==> src/rtl/calc_sequencer.sv <==
// calc_sequencer: key-driven sequencing controller for a four-function
// keypad calculator. It owns the operand, memory and result registers,
// performs signed add/subtract with overflow detection, and exports the
// state code and display value.
module calc_sequencer #(
  parameter int WIDTH      = 16,
  parameter int MAX_DIGITS = 4
) (
  input  logic             clk,
  input  logic             rst_n,
  input  logic             key_valid,
  input  logic [3:0]       key_code,
  output logic             key_ready,
  output logic [1:0]       state,
  output logic [WIDTH-1:0] disp,
  output logic [WIDTH-1:0] mem,
  output logic             neg_op,
  output logic             err
);

  typedef enum logic [1:0] {
    RDY1 = 2'b00,
    OP   = 2'b01,
    RDY2 = 2'b11,
    RES  = 2'b10
  } state_t;

  localparam int CW = $clog2(MAX_DIGITS + 1);

  // Largest magnitude representable symmetrically; -2^(WIDTH-1) is rejected too
  localparam logic [WIDTH:0] LIMIT = {2'b00, {(WIDTH-1){1'b1}}};

  localparam logic [3:0] KEY_CLEAR = 4'hA;
  localparam logic [3:0] KEY_MINUS = 4'hB;
  localparam logic [3:0] KEY_PLUS  = 4'hC;
  localparam logic [3:0] KEY_EQ    = 4'hD;
  localparam logic [3:0] KEY_GETM  = 4'hE;
  localparam logic [3:0] KEY_SETM  = 4'hF;

  state_t           state_reg;
  logic [WIDTH-1:0] op_a_reg;
  logic [WIDTH-1:0] op_b_reg;
  logic [WIDTH-1:0] result_reg;
  logic [WIDTH-1:0] mem_reg;
  logic [CW-1:0]    count_reg;
  logic             locked_reg;
  logic             neg_reg;
  logic             err_reg;
  logic             ready_reg;

  logic             accept;
  logic             is_digit;
  logic             can_append;
  logic             new_neg;
  logic [WIDTH-1:0] digit_ext;
  logic [WIDTH-1:0] entry_src;
  logic [WIDTH-1:0] appended;
  logic [WIDTH:0]   a_ext;
  logic [WIDTH:0]   b_ext;
  logic [WIDTH:0]   sum;
  logic             ovf;
  logic [WIDTH-1:0] sum_w;
  logic [WIDTH-1:0] disp_sel;

  assign accept     = key_valid && ready_reg;
  assign is_digit   = (key_code <= 4'd9);
  assign can_append = (count_reg < CW'(MAX_DIGITS)) && !locked_reg;
  assign new_neg    = (key_code == KEY_MINUS);
  assign digit_ext  = {{(WIDTH-4){1'b0}}, key_code};

  // Digit entry appends to whichever operand is being typed
  assign entry_src = (state_reg == RDY2) ? op_b_reg : op_a_reg;
  assign appended  = entry_src * WIDTH'(10) + digit_ext;

  // Arithmetic one bit wider than the operands so overflow is visible
  assign a_ext = {op_a_reg[WIDTH-1], op_a_reg};
  assign b_ext = {op_b_reg[WIDTH-1], op_b_reg};
  assign sum   = neg_reg ? (a_ext - b_ext) : (a_ext + b_ext);
  assign ovf   = ($signed(sum) > $signed(LIMIT)) || ($signed(sum) < -$signed(LIMIT));
  assign sum_w = sum[WIDTH-1:0];

  // Display source follows the operand currently relevant to the user
  always_comb begin
    disp_sel = op_a_reg;
    case (state_reg)
      RDY2:    disp_sel = op_b_reg;
      RES:     disp_sel = result_reg;
      default: disp_sel = op_a_reg;
    endcase
  end

  assign key_ready = ready_reg;
  assign state     = state_reg;
  assign disp      = disp_sel;
  assign mem       = mem_reg;
  assign neg_op    = neg_reg;
  assign err       = err_reg;

  // Calculator state machine: handshake, key decode and register updates
  always_ff @(posedge clk) begin
    if (!rst_n) begin
      state_reg  <= RDY1;
      op_a_reg   <= '0;
      op_b_reg   <= '0;
      result_reg <= '0;
      mem_reg    <= '0;
      count_reg  <= '0;
      locked_reg <= 1'b0;
      neg_reg    <= 1'b0;
      err_reg    <= 1'b0;
      ready_reg  <= 1'b1;
    end else begin
      ready_reg <= !accept;
      if (accept) begin
        if (key_code == KEY_CLEAR) begin
          op_a_reg   <= '0;
          op_b_reg   <= '0;
          result_reg <= '0;
          count_reg  <= '0;
          locked_reg <= 1'b0;
          neg_reg    <= 1'b0;
          err_reg    <= 1'b0;
          state_reg  <= RDY1;
        end else if (!err_reg) begin
          if (is_digit) begin
            case (state_reg)
              RDY1: begin
                if (can_append) begin
                  op_a_reg  <= appended;
                  count_reg <= count_reg + CW'(1);
                end
              end
              OP: begin
                op_b_reg   <= digit_ext;
                count_reg  <= CW'(1);
                locked_reg <= 1'b0;
                state_reg  <= RDY2;
              end
              RDY2: begin
                if (can_append) begin
                  op_b_reg  <= appended;
                  count_reg <= count_reg + CW'(1);
                end
              end
              default: begin
                op_a_reg   <= digit_ext;
                count_reg  <= CW'(1);
                locked_reg <= 1'b0;
                state_reg  <= RDY1;
              end
            endcase
          end else begin
            case (key_code)
              KEY_MINUS, KEY_PLUS: begin
                case (state_reg)
                  RDY2: begin
                    // Chaining: fold the pending operation into opA first
                    if (ovf) begin
                      err_reg <= 1'b1;
                    end else begin
                      op_a_reg  <= sum_w;
                      neg_reg   <= new_neg;
                      state_reg <= OP;
                    end
                  end
                  RES: begin
                    op_a_reg  <= result_reg;
                    neg_reg   <= new_neg;
                    state_reg <= OP;
                  end
                  default: begin
                    neg_reg   <= new_neg;
                    state_reg <= OP;
                  end
                endcase
              end
              KEY_EQ: begin
                if (state_reg == RDY2) begin
                  if (ovf) begin
                    err_reg <= 1'b1;
                  end else begin
                    result_reg <= sum_w;
                    state_reg  <= RES;
                  end
                end
              end
              KEY_GETM: begin
                locked_reg <= 1'b1;
                if (state_reg == RDY1 || state_reg == RES) begin
                  op_a_reg  <= mem_reg;
                  state_reg <= RDY1;
                end else begin
                  op_b_reg  <= mem_reg;
                  state_reg <= RDY2;
                end
              end
              KEY_SETM: begin
                mem_reg <= disp_sel;
              end
              default: ;
            endcase
          end
        end
      end
    end
  end

endmodule

==> config.mk <==
export PLATFORM = sky130hd
export DESIGN_NAME = calc_sequencer
export DESIGN_NICKNAME = d
export VERILOG_FILES = /design/src/rtl/calc_sequencer.sv
export SDC_FILE = /design/constraint.sdc
export NUM_CORES = 1
export LEC_CHECK = 0
export ABC_AREA = 1
export BUFFER_PORTS_ARGS = -buffer_cell sky130_fd_sc_hd__buf_2
export CAP_MARGIN = 10
export CORE_MARGIN = 2
export CORE_UTILIZATION = 50
export CTS_CLUSTER_SIZE = 12
export DETAILED_ROUTE_END_ITERATION = 6
export PLACE_DENSITY_LB_ADDON = 0.12
export RECOVER_POWER = 50
export SYNTH_ARGS = -nofsm -noshare
export SYNTH_HDL_FRONTEND = slang
export SYNTH_SLANG_ARGS = --single-unit
==> constraint.sdc <==
create_clock -name clk -period 11.4 [get_ports clk]
set_clock_uncertainty 0.2 [all_clocks]
set_input_delay 0.57 -clock clk [delete_from_list [all_inputs] [get_ports clk]]
set_output_delay 0.57 -clock clk [all_outputs]
set_load 0.005 [all_outputs]
==> results.sh, run 1 <==
export IMPL_cts_setup_buffers=0
export IMPL_grt_max_degree=59
export IMPL_yosysWarnings=0
export IMPL_drive_gt1_frac=0.0538
export IMPL_cts_resized=0
export IMPL_grt_use_total=0.314
export IMPL_ios=44
export IMPL_place_ws_ns=6.78
export IMPL_antenna_left=0
export IMPL_powerDensity_mw_per_mm2=161
export IMPL_htree_levels=3
export IMPL_cellLeakagePower_nw=3.66
export IMPL_core_mm2=0.0133
export IMPL_outcome="finished with violations"
export IMPL_maxCapViolCount=3
export IMPL_root_buffer="clkbuf_16"
export IMPL_yosysTopAreaCellShare=0.212
export IMPL_slew_headroom=-1.83
export IMPL_setup_tns_ns=0
export IMPL_synth_seq_cells=73
export IMPL_setup_viol_count_final=0
export IMPL_hold_viol=0
export IMPL_violations="max-capacitance violations, max-slew violations"
export IMPL_fp_dieW_um=121
export IMPL_synth_top_area_cell="dfxtp_1"
export IMPL_port_buffers=43
export IMPL_worstRegToRegCells=18
export IMPL_vias_per_cell=5.63
export IMPL_grt_pass1_vias=6714
export IMPL_diodes=0
export IMPL_synthesis_area_mm2=0.00688
export IMPL_fmax_mhz=147
export IMPL_total_power_mw=1.20
export IMPL_tightest_slew_ns=4.20
export IMPL_die_y_um=121
export IMPL_ir_drop_uv=89.9
export IMPL_clk_latency_ns=0.35
export IMPL_start_util=0.515
export IMPL_grt_pass1_wl_mm=36.0
export IMPL_grt_overflow_total=0
export IMPL_clkTransAtPathRegs_ns=0.06
export IMPL_critPathArrivalTime_ns=6.87
export IMPL_fillers=1458
export IMPL_dp_cells=1350
export IMPL_cts_hold_buf=0
export IMPL_synthToLayoutAreaGrowth_pct=8.13
export IMPL_cts_buffers=9
export IMPL_cts_sinks=73
export IMPL_synth_area_leaders="dfxtp_1 (21%), nand2_1 (17%), inv_1 (9.3%)"
export IMPL_drv_slew=141
export IMPL_min_period_ns=6.82
export IMPL_first_pass_iters=5
export IMPL_syn_avg_cell_area_um2=5.90
export IMPL_layout_nets=1243
export IMPL_mappedNetlistNets=1223
export IMPL_fin_crit_sh=0.598
export IMPL_tritoncts="built"
export IMPL_min_path_type="register to register"
export IMPL_hpwl_mm=17.7
export IMPL_wl_mm=22.7
export IMPL_startpoint_type="input pin"
export IMPL_synth_distinct_cells=42
export IMPL_vias=7694
export IMPL_critPathCaptureType="register"
export IMPL_fin_cells=1366
export IMPL_ys_seq_area_frac=0.212
export IMPL_drt_iter0_markers=823
export IMPL_synthCells=1165
export IMPL_drc=0
export IMPL_path_class="input pin to register"
export IMPL_clockBufferDepth=2
export IMPL_rsz0062_at_grt="no"
export IMPL_antenna_found_initial=0
export IMPL_gp_congestion=0.984
export IMPL_setup_slack_ns=4.58
export IMPL_die_area_mm2=0.0147
export IMPL_hold_depth=2
export IMPL_routedWlPerCell_um=16.6
export IMPL_crit_fanout=36
export IMPL_cp_required_ns=11.45
export IMPL_row_count=42
==> metal layers <==
layer	part of all wire	up-vias	track usage
li1	-	3842	-
met1	0.46	3472	0.450
met2	0.43	338	0.474
met3	0.080	42	0.0644
met4	0.025	0	0.0927
met5	0	-	0
==> cells in the final DEF (no fill, tap or decap), types with 2 or more instances in the layout <==
cell type | synthesis | layout
clkbuf_8 | 0 | 2
buf_4 | 3 | 3
a22oi_1 | 2 | 2
nor2_1 | 118 | 118
a31oi_1 | 3 | 3
inv_2 | 4 | 4
fa_1 | 3 | 3
and2_1 | 2 | 2
o21ai_1 | 3 | 3
a21oi_1 | 87 | 87
nand3_1 | 101 | 101
nand2_1 | 310 | 311
nor3_1 | 10 | 10
inv_1 | 171 | 171
nand3b_1 | 7 | 7
clkbuf_1 | 23 | 19
xnor2_1 | 4 | 4
nor2_2 | 3 | 3
xor2_1 | 17 | 17
o21ai_0 | 72 | 73
buf_2 | 6 | 24
o22ai_1 | 7 | 7
dfxtp_1 | 73 | 73
a21o_1 | 2 | 2
o211ai_1 | 38 | 38
clkbuf_2 | 0 | 2
nand4_1 | 17 | 17
ha_1 | 48 | 48
clkbuf_16 | 0 | 9
or2_2 | 7 | 7
nand2_2 | 4 | 3
a211oi_1 | 2 | 2
==> report_power, final <==
group	leakage (nW)	internal (mW)	switching (mW)	total, mW
Clock	0.149	0.181	0.115	0.297
Combinational	2.92	0.205	0.416	0.621
Sequential	0.593	0.269	0.0148	0.284
==> kinds of logic after synthesis <==
family | Yosys count | synth area share
simple gates | 582 | 0.358
compound gates | 224 | 0.187
buf+inv | 214 | 0.121
flops | 73 | 0.212
fa+ha+maj | 51 | 0.0960
xor+xnor | 21 | 0.0267
==> final timing paths <==
check	slack [ns]	endpoint	start
max	4.58	op_b_reg[14]	key_code[3]
min	0.26	locked_reg	locked_reg
max reg2reg	5.44	op_b_reg[14]	state[0]
min reg2reg	0.26	locked_reg	locked_reg
==> stage by stage <==
stage,cell area (um2),hold WS (ns),util
finish,7440,0.259,0.557
floorplan,6880,0.236,-
global placement,7180,0.252,0.538
CTS,7490,0.263,0.561
detailed placement,7180,0.255,0.538
global route,7440,0.291,0.557
==> critical path, stage by stage <==
cell      delay [ns]
buf_2           0.13
inv_1           0.08
nor2_1          0.17
nand2_1         0.61
o21ai_0         3.37
nand2_1         0.09
a221oi_1        0.40
inv_2           0.25
nor2_2          0.60
inv_1           0.23
a21oi_1         0.17
nand2_1         0.07
a21oi_1         0.12
==> cells in the mapped netlist (all sizes together) <==
master and number:
clkbuf 23, and2 2, buf 16, nand4 17, o211ai 38, nand3b 7
nor3b 1, dfxtp 73, fa 3, a32oi 1, or2 7, nor2 121
ha 48, xnor2 4, o22ai 7, a221oi 1, a211oi 2, a21o 2
a21oi 87, nand2 314, o31ai 1, nor4 1, a21boi 1, o21ai 77
a31oi 3, o21bai 1, xor2 17, nand3 101, nor3 11, o221ai 1
inv 175, a22oi 2
==> layout make-up <==
type / count / area, um2 / area share
well taps: 176 / 220 / 0.0296
inverters: 175 / 657 / 0.0883
clock inverters: 4 / 51.3 / 0.00690
repair buffers: 48 / 224 / 0.0301
flip-flops and latches: 73 / 1460 / 0.196
multi-input cells: 878 / 4570 / 0.614
clock buffers: 12 / 256 / 0.0345
(Power assumes the default switching activity.)
==> inputs of run 2 (changes only) <==
ABC_AREA = 0   (was 1)
clock period = 5.6 ns   (was 11.4 ns; I/O delays follow)
==> results.sh, run 2 <==
export IMPL_synthFlopType="dfxtp_1"
export IMPL_cts_sinks=73
export IMPL_syn_avg_cell_area_um2=7.51
export IMPL_maxCapViolCount=2
export IMPL_rrSetupSlack_ns=0.71
export IMPL_hold_viol=0
export IMPL_fp_dieW_um=120
export IMPL_core_mm2=0.0131
export IMPL_start_util=0.508
export IMPL_fin_crit_sh=0.873
export IMPL_critPathSlowestCell="ha_1"
export IMPL_rr_startpoint="state[0]"
export IMPL_port_buffers=43
export IMPL_rr_endpoint="op_b_reg[15]"
export IMPL_critPathCaptureType="register"
export IMPL_worstSetupStartpoint="state[0]"
export IMPL_synth_top_area_cell="dfxtp_1"
export IMPL_ir_drop_uv=228
export IMPL_fmax_mhz=204
export IMPL_setup_tns_ns=0
export IMPL_setup_viol_count_final=0
export IMPL_slew_headroom=-0.214
export IMPL_powerDensity_mw_per_mm2=554
export IMPL_antenna_left=0
export IMPL_yosysMostFrequentCell="nand2_1"
export IMPL_drc=0
export IMPL_synth_area_leaders="dfxtp_1 (22%), ha_1 (9.0%), nand2_1 (5.2%)"
export IMPL_htree_levels=3
export IMPL_clkTransAtPathRegs_ns=0.06
export IMPL_outcome="finished with violations"
export IMPL_ys_seq_area_frac=0.219
export IMPL_mostFrequentLayoutCells="nand2_1 (92), nor2_1 (88), dfxtp_1 (73), nand3_1 (58), o21ai_0 (54)"
export IMPL_antenna_found_initial=0
export IMPL_root_buffer="clkbuf_16"
export IMPL_synthToLayoutAreaGrowth_pct=9.71
export IMPL_diodes=0
export IMPL_synth_cells_most_frequent="nand2_1 (92), nor2_1 (88), dfxtp_1 (73)"
export IMPL_place_area_mm2=0.00702
export IMPL_path_class="register to register"
export IMPL_cts_buffers=9
export IMPL_crit_fanout=24
export IMPL_critPathMaxStageDelay_ns=0.49
export IMPL_routedWlPerCell_um=20.9
export IMPL_tritoncts="built"
export IMPL_startpoint_type="register"
export IMPL_synth_seq_cells=73
export IMPL_min_period_ns=4.89
export IMPL_synth_edff_count=0
export IMPL_tightest_slew_ns=1.82
export IMPL_die_y_um=120
export IMPL_violations="max-capacitance violations, max-slew violations"
export IMPL_cp_required_ns=5.63
export IMPL_min_path_type="register to register"
export IMPL_worstRegToRegCells=15
export IMPL_drt_iter0_markers=925
export IMPL_hpwl_mm=17.2
export IMPL_vias_per_cell=6.56
export IMPL_ys_async_sr_fraction=0
export IMPL_grt_max_degree=54
export IMPL_rsz0062_at_grt="no"
export IMPL_cts_setup_buffers=0
export IMPL_wl_mm=22.8
export IMPL_drive_gt1_frac=0.0965
export IMPL_vias=7141
export IMPL_synthesis_area_mm2=0.00667
export IMPL_grt_pass1_wl_mm=35.6
export IMPL_cellLeakagePower_nw=2.94
export IMPL_fillers=1298
export IMPL_first_pass_iters=6
export IMPL_drv_slew=95
export IMPL_grt_pass1_vias=6681
export IMPL_grt_use_total=0.319
export IMPL_clk_latency_ns=0.35
export IMPL_cts_resized=0
export IMPL_final_area_mm2=0.00732
export IMPL_clockBufferDepth=2
export IMPL_layout_commonest_cell="nand2_1"
export IMPL_endpoint="op_b_reg[15]"
export IMPL_yosysWarnings=0
export IMPL_ios=44
export IMPL_layout_nets=965
export IMPL_mappedNetlistNets=947
export IMPL_yosysTopAreaCellShare=0.219
export IMPL_critPathArrivalTime_ns=4.92
export IMPL_synth_distinct_cells=77
export IMPL_die_area_mm2=0.0143
export IMPL_gp_congestion=1.02
export IMPL_grt_overflow_total=0
export IMPL_synthCells=889
export IMPL_path_cells="ha_1 -> buf_4 -> nand2_1 -> o21ai_0 -> ha_1 -> ha_1 -> o21ai_0 -> o211a_1 -> o41ai_2 -> xor2_1 -> nor4b_1 -> nand2_1 -> xnor2_1 -> mux2i_1 -> o21ai_0"
export IMPL_row_count=42
run 2: worst max-delay path, delay by kind of cell (launching register included):
kind	cells	cell delay (ns)
AND/OR/NAND/NOR	3	0.67
multiplexers	1	0.31
buffers and inverters	1	0.35
AO/OA/AOI/OAI	5	1.18
flip-flops	1	0.38
adder cells (fa/ha/maj)	3	1.17
XOR/XNOR	2	0.50
run 2: cell families (layout without fill, tap and decap cells):
family	count (synthesis)	in the layout	synth area share
xor gates and xnor gates	42	42	0.0615
muxes	29	29	0.0444
and+or+nand+nor	342	342	0.248
adders and majority gates	51	51	0.0990
AOI/OAI and AO/OA	262	262	0.274
DFF	73	73	0.219
buffers and inverters	90	113	0.0538
run 2: worst min-delay path by stage:
| stage | cells past startpoint | end | slack (ns) | startpoint |
|---|---|---|---|---|
| finish | 1 | key_ready | 0.20 | key_ready |
| global route | 1 | key_ready | 0.24 | key_ready |
| CTS | 1 | key_ready | 0.21 | key_ready |
| detailed placement | 1 | key_ready | 0.20 | key_ready |
| global placement | 1 | key_ready | 0.19 | key_ready |
| floorplan | 1 | key_ready | 0.16 | key_valid |
run 2: area by class of cell:
class	instances	area (um2)	share of cell area
Tap cell	176	220	0.0301
Clock buffer	11	243	0.0332
Multi-Input combinational cell	726	4870	0.665
Timing Repair Buffer	58	304	0.0415
Sequential cell	73	1460	0.200
Inverter	39	146	0.0200
Clock inverter	5	78.8	0.0108
run 2: metrics by stage:
step | utilization | power [mW] | instances | worst slack (ns) | hold WS, ns
floorplan | - | 2.63 | 889 | 0.882 | 0.164
global placement | 0.534 | 3.26 | 1071 | 0.940 | 0.185
detailed placement | 0.534 | 3.32 | 1071 | 0.846 | 0.195
CTS | 0.559 | 3.98 | 1088 | 0.824 | 0.209
global route | 0.557 | 4.29 | 1088 | 0.307 | 0.238
finish | 0.557 | 4.06 | 1088 | 0.709 | 0.204
run 2: timing repair:
| action | CTS | global route |
|---|---|---|
| hold buffers | 1 | 0 |
| setup endpoints to repair | 0 | 0 |
| hold endpoints to repair | 1 | 0 |
run 2: routing by layer:
layer / part of all wire / GRT usage / vias up / wire length, um
li1: - / - / 3317 / -
met1: 0.43 / 0.437 / 3377 / 9900
met2: 0.45 / 0.493 / 380 / 10300
met3: 0.079 / 0.0509 / 67 / 1810
met4: 0.035 / 0.145 / 0 / 798
met5: 0 / 0 / - / 0
run 2: power by group:
| part | switching (mW) | internal [mW] |
|---|---|---|
| Combinational | 1.72 | 1.04 |
| Sequential | 0.0647 | 0.573 |
| Clock | 0.250 | 0.402 |
==> inputs of run 3 (changes only) <==
CORE_ASPECT_RATIO = 0.8   (was not set)
SETUP_SLACK_MARGIN = 0.4   (was not set)
==> results.sh, run 3 (synthesis gave the netlist of run 2 again) <==
export IMPL_layout_commonest_cell="nand2_1"
export IMPL_hold_viol=0
export IMPL_crit_fanout=11
export IMPL_critPathArrivalTime_ns=4.80
export IMPL_clockBufferDepth=2
export IMPL_htree_levels=3
export IMPL_grt_pass1_wl_mm=37.1
export IMPL_grt_use_total=0.334
export IMPL_path_cells="inv_1 -> ha_1 -> nor4b_4 -> a21oi_1 -> xnor2_1 -> ha_1 -> and3_1 -> nor4_2 -> nand3_1 -> o221a_1 -> a211oi_1 -> and4_2 -> a21oi_1 -> buf_4 -> nor2_1 -> a211oi_1"
export IMPL_critPathMaxStageDelay_ns=0.66
export IMPL_violations="max-capacitance violations, max-slew violations"
export IMPL_setup_viol_count_final=0
export IMPL_min_path_type="register to register"
export IMPL_rsz0062_at_grt="no"
export IMPL_start_util=0.515
export IMPL_cellLeakagePower_nw=2.97
export IMPL_diodes=0
export IMPL_ir_drop_uv=297
export IMPL_core_mm2=0.0130
export IMPL_switchingPower_mw=2.04
export IMPL_cts_buffers=9
export IMPL_first_pass_iters=5
export IMPL_pwr_share_clk=0.142
export IMPL_pwr_share_seq=0.160
export IMPL_ios=44
export IMPL_port_buffers=43
export IMPL_root_buffer="clkbuf_16"
export IMPL_row_count=37
export IMPL_grt_overflow_total=0
export IMPL_critPathSlowestCell="nor2_1"
export IMPL_die_y_um=107
export IMPL_tritoncts="built"
export IMPL_drc=0
export IMPL_routedWlPerCell_um=21.3
export IMPL_path_class="register to register"
export IMPL_pwr_share_comb=0.698
export IMPL_place_ws_ns=0.743
export IMPL_powerDensity_mw_per_mm2=542
export IMPL_drv_slew=95
export IMPL_antenna_found_initial=0
export IMPL_setup_slack_ns=0.750
export IMPL_fp_dieW_um=133
export IMPL_fin_crit_sh=0.866
export IMPL_min_period_ns=4.85
export IMPL_drive_gt1_frac=0.109
export IMPL_internal_power_mw=1.95
export IMPL_drt_iter0_markers=777
export IMPL_maxCapViolCount=2
export IMPL_vias_per_cell=6.51
export IMPL_grt_max_degree=54
export IMPL_clkTransAtPathRegs_ns=0.06
export IMPL_swShare=0.511
export IMPL_grt_pass1_vias=6736
export IMPL_clk_latency_ns=0.36
export IMPL_layout_nets=972
export IMPL_die_area_mm2=0.0143
export IMPL_hpwl_mm=17.5
export IMPL_cp_required_ns=5.55
export IMPL_cts_sinks=73
export IMPL_synthToLayoutAreaGrowth_pct=10.1
export IMPL_antenna_left=0
export IMPL_startpoint_type="register"
export IMPL_mostFrequentLayoutCells="nand2_1 (92), nor2_1 (88), dfxtp_1 (73), nand3_1 (58), o21ai_0 (54)"
export IMPL_vias=7126
export IMPL_outcome="finished with violations"
export IMPL_fmax_mhz=206
export IMPL_setup_tns_ns=0
export IMPL_tightest_slew_ns=1.81
export IMPL_critPathCaptureType="register"
export IMPL_gp_congestion=1.03
export IMPL_slew_headroom=-0.210
export IMPL_whs_ns=0.209
export IMPL_wl_mm=23.4
[run 3: per-stage QoR]
step,area (um2),utilization,std cells,total power [mW]
after floorplan,6670,-,889,2.63
after global placement,7050,0.544,1075,3.30
after detailed placement,7050,0.544,1075,3.34
after CTS,7340,0.566,1092,3.92
after global routing,7350,0.567,1094,4.26
final,7350,0.567,1094,3.98
[run 3: cell type report]
type,count,area (um2)
Fill cell,1247,5620
Multi-Input combinational cell,726,4880
Sequential cell,73,1460
Timing Repair Buffer,65,368
Clock buffer,14,264
Tap cell,175,219
Inverter,39,146
Clock inverter,2,12.5
[run 3: metal layers]
layer	vias to the layer above	wire [um]	GRT usage
met5	-	0	0
met4	0	862	0.138
met3	71	1700	0.0612
met2	319	10500	0.534
met1	3404	10300	0.446
li1	3332	-	-
[run 3: final timing paths]
check             slack, ns          end         from  depth (start not counted)
setup / recovery       0.75  op_a_reg[0]  op_b_reg[0]                         16
hold / removal         0.21    key_ready    key_ready                          1
setup reg to reg       0.75  op_a_reg[0]  op_b_reg[0]                         16
hold reg to reg        0.21    key_ready    key_ready                          1
[run 3: critical path, delay by kind of cell, from the launching register on]
family,cells,cell delay (ns)
xor+xnor,1,0.16
buf+inv,2,0.28
simple gates,6,2.04
fa+ha+maj,2,0.58
flops,1,0.37
compound gates,5,0.97
[run 3: what timing repair did]
item | CTS | global route
setup buffers | 0 | 2
hold buffers | 1 | 0
endpoints found under the setup margin | 0 | 6
hold endpoints to repair | 1 | 0
gates resized for setup | 0 | 2
[run 3: power groups by stage]
stage               logic (mW)  clock network [mW]  registers (mW)
CTS                       2.72               0.568           0.631
detailed placement        2.69                   0           0.643
global route              3.03               0.589           0.640
floorplan                 2.01                   0           0.621
global placement          2.66                   0           0.641
finish                    2.78               0.566           0.635
